### src/rtl/nibble_serial_add_sched.sv
// Two-requester scheduler that time-shares one external 4-bit adder,
// walking each W-bit add/subtract one nibble per cycle, LSB first.
module nibble_serial_add_sched #(
  parameter int NIBBLES = 4
) (
  input  logic                   clk,
  input  logic                   rst,
  input  logic                   req0,
  input  logic                   req1,
  input  logic [4*NIBBLES-1:0]   a0,
  input  logic [4*NIBBLES-1:0]   b0,
  input  logic [4*NIBBLES-1:0]   a1,
  input  logic [4*NIBBLES-1:0]   b1,
  input  logic                   sub0,
  input  logic                   sub1,
  output logic                   gnt0,
  output logic                   gnt1,
  output logic [3:0]             add_a,
  output logic [3:0]             add_b,
  output logic                   add_cin,
  input  logic [3:0]             add_s,
  input  logic                   add_cout,
  output logic [4*NIBBLES-1:0]   result,
  output logic                   cout,
  output logic                   ovf,
  output logic                   done,
  output logic                   done_id,
  output logic                   busy
);

  localparam int W  = 4 * NIBBLES;
  localparam int IW = (NIBBLES > 1) ? $clog2(NIBBLES) : 1;
  localparam logic [IW-1:0] LAST = IW'(NIBBLES - 1);
  localparam logic [IW-1:0] ONE  = IW'(1);

  typedef enum logic [1:0] {
    S_IDLE,
    S_RUN,
    S_DONE
  } state_t;

  state_t          r_state;
  state_t          w_next;
  logic [W-1:0]    r_a;
  logic [W-1:0]    r_b;
  logic            r_sub;
  logic            r_sel;
  logic            r_prio;
  logic [IW-1:0]   r_idx;
  logic            r_carry;
  logic [W-1:0]    r_result;
  logic            r_cout;
  logic            r_ovf;
  logic            r_done_id;
  logic            r_gnt0;
  logic            r_gnt1;
  logic            w_req;
  logic            w_pick;
  logic            w_last;
  logic [3:0]      w_anib;
  logic [3:0]      w_bnib;
  logic            w_bmsb;

  assign w_req  = req0 | req1;
  // Both asking: the round-robin pointer decides; else whoever asks.
  assign w_pick = (req0 & req1) ? r_prio : req1;
  assign w_last = (r_idx == LAST);
  assign w_anib = r_a[{r_idx, 2'b00} +: 4];
  assign w_bnib = r_b[{r_idx, 2'b00} +: 4] ^ {4{r_sub}};
  assign w_bmsb = r_b[W-1] ^ r_sub;

  always_ff @(posedge clk) begin
    if (rst) r_state <= S_IDLE;
    else     r_state <= w_next;
  end

  always_comb begin
    w_next  = r_state;
    add_a   = 4'd0;
    add_b   = 4'd0;
    add_cin = 1'b0;
    done    = 1'b0;
    busy    = (r_state != S_IDLE);
    unique case (1'b1)
      (r_state == S_IDLE): begin
        if (w_req) w_next = S_RUN;
      end
      (r_state == S_RUN): begin
        add_a   = w_anib;
        add_b   = w_bnib;
        add_cin = r_carry;
        if (w_last) w_next = S_DONE;
      end
      (r_state == S_DONE): begin
        done   = 1'b1;
        w_next = S_IDLE;
      end
      default: w_next = S_IDLE;
    endcase
  end

  always_ff @(posedge clk) begin
    if (rst) begin
      r_a       <= '0;
      r_b       <= '0;
      r_sub     <= 1'b0;
      r_sel     <= 1'b0;
      r_prio    <= 1'b0;
      r_idx     <= '0;
      r_carry   <= 1'b0;
      r_result  <= '0;
      r_cout    <= 1'b0;
      r_ovf     <= 1'b0;
      r_done_id <= 1'b0;
      r_gnt0    <= 1'b0;
      r_gnt1    <= 1'b0;
    end else begin
      r_gnt0 <= 1'b0;
      r_gnt1 <= 1'b0;
      unique case (r_state)
        S_IDLE: begin
          if (w_req) begin
            r_a     <= w_pick ? a1 : a0;
            r_b     <= w_pick ? b1 : b0;
            r_sub   <= w_pick ? sub1 : sub0;
            r_carry <= w_pick ? sub1 : sub0;
            r_sel   <= w_pick;
            r_idx   <= '0;
            r_gnt0  <= ~w_pick;
            r_gnt1  <= w_pick;
          end
        end
        S_RUN: begin
          r_result[{r_idx, 2'b00} +: 4] <= add_s;
          r_carry <= add_cout;
          r_idx   <= r_idx + ONE;
          if (w_last) begin
            r_cout    <= add_cout;
            r_ovf     <= (r_a[W-1] == w_bmsb) && (add_s[3] != r_a[W-1]);
            r_done_id <= r_sel;
          end
        end
        S_DONE: r_prio <= ~r_sel;
        default: ;
      endcase
    end
  end

  assign gnt0    = r_gnt0;
  assign gnt1    = r_gnt1;
  assign result  = r_result;
  assign cout    = r_cout;
  assign ovf     = r_ovf;
  assign done_id = r_done_id;

endmodule

### config.mk
export PLATFORM = sky130hd
export DESIGN_NAME = nibble_serial_add_sched
export DESIGN_NICKNAME = d
export VERILOG_FILES = /design/src/rtl/nibble_serial_add_sched.sv
export SDC_FILE = /design/constraint.sdc
export NUM_CORES = 1
export LEC_CHECK = 0
export CORE_MARGIN = 3
export CORE_UTILIZATION = 35
export CTS_BUF_LIST = sky130_fd_sc_hd__clkbuf_2 sky130_fd_sc_hd__clkbuf_4 sky130_fd_sc_hd__clkbuf_8
export DETAILED_ROUTE_END_ITERATION = 8
export PLACE_DENSITY = 0.67
export SLEW_MARGIN = 20
export SYNTH_ARGS = -nofsm -noshare
export SYNTH_HDL_FRONTEND = slang
export SYNTH_SLANG_ARGS = --single-unit
export TNS_END_PERCENT = 20
### constraint.sdc
create_clock -name clk -period 3.1 [get_ports clk]
set_input_delay 0.62 -clock clk [delete_from_list [all_inputs] [get_ports clk]]
set_output_delay 0.62 -clock clk [all_outputs]
set_load 0.02 [all_outputs]
* Word level (Yosys, flattened, before mapping)
Index checks and enable logic that the tools add are counted.
Widths: inputs -> output; s select.
** Operators by class
- Add/subtract/negate cells :: 2
- Equality and inequality tests :: 7
- Shifts and indexed selects :: 4
- Mux-type cells :: 16
- Bitwise gates (word level) :: 8
- Reduce and logical (&&, ||, !) cells :: 9
** Operator list (count)
- $mux 16 :: 2
- $shiftx 16x5->4 :: 2
- $bwmux 16 :: 1
- $shift 4x6->16 const A :: 1
- $shiftx 4x6->16 :: 1
- $mux 4 :: 2
- $pmux 2 s2 :: 2
- $reduce_and 2->1 :: 4
- $mux 2 :: 3
- $neg 4->6 :: 1
- $mux 1 :: 5
- $eq 2x2->1 const B :: 2
- $ne 2x2->1 const B :: 2
- $not 1->1 :: 4
- $reduce_bool 2->1 :: 2
- $xor 4x4->4 :: 1
- $reduce_or 3->1 :: 1
- $add 2x1->2 const B :: 1
- $eq 2x1->1 const B :: 1
- $logic_not 2->1 :: 1
- $pmux 1 s2 :: 1
- $and 1x1->1 :: 1
- $eq 1x1->1 :: 1
- $logic_and 1x1->1 :: 1
- 3 further kinds :: 3
** Word-level totals
- Flip-flop bits (word level) :: 61
- Input port bits :: 75
- Output and inout bits :: 32

* Depth between registers and ports, before layout
Gate-level depths: netlist (run 1).
- Depth in word-level cells :: 5
- Mapped depth :: 8
- Gate-level depth less buffers :: 6

* Worst setup path before layout (run 1)
OpenSTA, ideal clock, no wires.
- Kind :: register -> output
- From :: reg r_idx[0]
- To :: out add_a[0]
- Data arrival time :: 1.496 ns
- Setup slack :: 0.984 ns
- Stages on the path, launching flop included :: 5
- Buffers on the path :: 2
- Path through :: dfxtp_1 > buf_2 > buf_2 > mux4_2 > and2_1
** On the way
- Cells in the longest elaborated chain, start to end :: 2
** RTL lines
- start, declared :: line 49 : logic [IW-1:0] r_idx;
- start signal, assigned :: line 136 : r_idx <= r_idx + ONE;
- $shiftx 16x5->4 :: line 68 : assign w_anib = r_a[{r_idx, 2'b00} +: 4];
- $mux 4 :: line 84 : unique case (1'b1)
- end, declared :: line 18 : output logic [3:0] add_a,
No other way between the ends.

* Worst setup path in the final report (run 1)
Same ends and word-level chain as after synthesis.

==> metrics.cfg, run 1 <==
[global_routing]
first_global_vias = 2354
grtUsageTotal_pct = 16.8
grt_pass1_wl_mm = 11.6
antenna_found_initial = 0
grt_max_degree = 35
overflow = 0

[cells_and_area]
final_util_pct = 54.2
stdcell_area_mm2 = 0.00399
num-fill-cells = 698
antenna_cells = 0
final_nets = 473
layout-area-overhead-vs-synth_pct = 47.2
multi_input_area_mm2 = 0.00136
layout-drive-gt1-share_pct = 8.82
seqCellArea_mm2 = 0.00122

[timing]
whs_ns = 0.434
relSlewSlack_pct = 55.8
rsz0062_at_grt = false
setup_viol = 0
setup_tns_ns = 0
hold_viol = 0
period_share_pct = 95.1
worst_slew_pin_slew_ns = 0.663
skew_ns = 0.00688
fmax_mhz = 339
worst_slack_ns = 0.153
slew_violations = 0
fin_crit_ns = 2.95

[clock_tree]
numCtsBuffers = 9
cts_htree_levels = 3
clock_path_buffers = 2
cts_hold_buf = 0
postCtsSetupBuffers = 0
cts_tree = yes
cts_root_buf = clkbuf_8
clock_latency_ns = 0.33
clkTransAtPathRegs_ns = 0.07
numClockSinks = 61
cts.repair.resized = 0

[pwr]
p_per_area_mw_per_mm2 = 462
ir_drop_mv = 0.259
leakage_nw = 1.57

[routing]
drt-total-wl_mm = 6.99
vias = 2381
drt-vias-per-instance = 4.80
drc_errors = 0
wire_per_inst_um = 14.1
drt-initial-drc-count = 109
drtAntennaViolNets = 0
dr.pass1.iters = 4

[floorplan]
die_area_mm2 = 0.00884
design.core.area_mm2 = 0.00737
io_pins = 107
die_y_um = 94.0
num_rows = 31
die_w_um = 94.0
initial_utilization_pct = 36.8

[job]
timing.max_cap.violations = 0

[setup_path]
crit_arrival_ns = 2.33
critPathMaxFanout = 13
end_kind = output port
rrSetupSlack_ns = 0.80
start_kind = flop
worst-r2r-cell-count = 6
required_ns = 2.48
crit_type = reg -> out

[hold_path]
hold_depth = 2
hold_class = reg -> reg

[synth]
synth_edf_count = 0
synth_ff_type = dfxtp_1
syn_inst = 292
syn-num-nets = 372
async_flop_share_pct = 0
ys_seq_area_share_pct = 45.0
ys_ff_latch = 61
netlist_area_mm2 = 0.00271
ys_warn_count = 0
synth_cell_type_count = 40
postSynthAreaPerCell_um2 = 9.29

[placement]
gp_congestion = 0.772
place_area_mm2 = 0.00381
dp_hpwl_mm = 5.37
port-buffer-count = 106
post-place-ws_ns = 0.480

[status]
outcome = finished, final reports clean

## state kept, by name, summed over array words and instances (netlist names)
name / count
cout: 1
done_id: 1
gnt0: 1
gnt1: 1
ovf: 1
r_a: 16
r_b: 16
r_carry: 1
r_idx: 2
r_prio: 1
r_sel: 1
r_state: 2
r_sub: 1
result: 16
## per-stage QoR
step | total power [mW] | std cells
finish | 1.84 | 496
global route | 1.94 | 496
CTS | 1.87 | 496
detailed placement | 1.22 | 481
global placement | 1.21 | 481
floorplan | 1.06 | 292
## layer usage
layer | vias up | GRT usage [%] | wire length, µm
li1 | 1225 | - | -
met1 | 1088 | 20.1 | 3000
met2 | 57 | 28.6 | 3540
met3 | 11 | 3.45 | 327
met4 | 0 | 7.94 | 129
met5 | - | 0 | 0
## where the power goes
| part | internal, mW | leakage, nW | total (mW) | switching (mW) |
|---|---|---|---|---|
| registers | 0.833 | 0.499 | 0.867 | 0.0338 |
| logic | 0.187 | 0.976 | 0.329 | 0.142 |
| clock network | 0.359 | 0.0984 | 0.647 | 0.289 |
| total | 1.38 | 1.57 | 1.84 | 0.465 |
## layout make-up
| cell class | count | share of cell area [%] |
|---|---|---|
| multi-input combinational | 206 | 34.0 |
| sequential | 61 | 30.6 |
| timing repair buffer | 111 | 27.5 |
| clock buffer | 9 | 3.10 |
| tap | 99 | 3.10 |
| clock inverter | 6 | 1.38 |
| inverter | 4 | 0.376 |
## cell usage in the layout, fill, tap and decap left out, types with 5 or more instances in the layout
| cell | Yosys | layout |
|---|---|---|
| buf_4 | 0 | 5 |
| clkdlybuf4s50_1 | 0 | 106 |
| nand3_1 | 5 | 5 |
| mux4_2 | 8 | 8 |
| nand2_1 | 71 | 71 |
| ha_1 | 5 | 5 |
| a21oi_1 | 8 | 8 |
| dfxtp_1 | 61 | 61 |
| nor2_1 | 20 | 20 |
| a22oi_1 | 39 | 39 |
| clkbuf_8 | 0 | 9 |
| clkinv_2 | 0 | 5 |
| and2_1 | 5 | 5 |
| a22o_1 | 7 | 7 |
## path summary, 6_finish.rpt
path,startpoint,endpoint
max,r_idx[0]$_SDFFE_PP0P_,add_a[0]
min reg2reg,r_a[7]$_SDFFE_PP0P_,r_a[7]$_SDFFE_PP0P_
min,r_a[7]$_SDFFE_PP0P_,r_a[7]$_SDFFE_PP0P_
max reg2reg,r_idx[0]$_SDFFE_PP0P_,result[14]$_SDFFE_PP0P_
## worst max-delay path: stages, from the launching register on
cell	delay (ns)
dfxtp_1	0.49
buf_4	0.29
mux4_2	0.52
and2_1	0.17
clkdlybuf4s50_1	0.54
## kinds of logic (layout without fill, tap and decap cells)
family                     Yosys count  in the layout  share of synthesized area, %
muxes                               10             10                          7.38
buffers and inverters               25            130                          4.98
adders and majority gates            5              5                          2.31
xor gates and xnor gates             5              5                          1.61
DFF                                 61             61                          45.0
AOI/OAI and AO/OA                   64             64                          18.2
and+or+nand+nor                    122            122                          20.5
## cells in the mapped netlist, drive strengths merged (3+ instances only)
master	count	area, µm²
clkbuf	6	22.5
a21oi	8	40.0
nor3	3	15.0
nor2	20	75.1
nand3b	3	22.5
mux4	8	180
nand2	71	267
and2	5	31.3
nand3	5	25.0
dfxtp	61	1220
a22oi	39	293
inv	4	15.0
buf	15	97.6
a22o	7	61.3
ha	5	62.6
or2	3	18.8
xnor2	4	35.0
No activity file was read; power rests on OpenSTA's default activity.
==> run 2: changes to the inputs <==
--- a/config.mk
+++ b/config.mk
@@ -9,6 +9,7 @@
 export CORE_UTILIZATION = 35
 export CTS_BUF_LIST = sky130_fd_sc_hd__clkbuf_2 sky130_fd_sc_hd__clkbuf_4 sky130_fd_sc_hd__clkbuf_8
 export DETAILED_ROUTE_END_ITERATION = 8
+export GPL_ROUTABILITY_DRIVEN = 0
 export PLACE_DENSITY = 0.67
 export SLEW_MARGIN = 20
 export SYNTH_ARGS = -nofsm -noshare
==> results of run 2 <==
No change in the layout: final DEF, timing and power equal those of run 1.
==> run 3: changes to the inputs <==
--- a/config.mk
+++ b/config.mk
@@ -10,6 +10,7 @@
 export CTS_BUF_LIST = sky130_fd_sc_hd__clkbuf_2 sky130_fd_sc_hd__clkbuf_4 sky130_fd_sc_hd__clkbuf_8
 export DETAILED_ROUTE_END_ITERATION = 8
 export GPL_ROUTABILITY_DRIVEN = 0
+export HOLD_SLACK_MARGIN = 0.08
 export PLACE_DENSITY = 0.67
 export SLEW_MARGIN = 20
 export SYNTH_ARGS = -nofsm -noshare
==> results of run 3 <==
No change in the layout: final DEF, timing and power equal those of run 1.
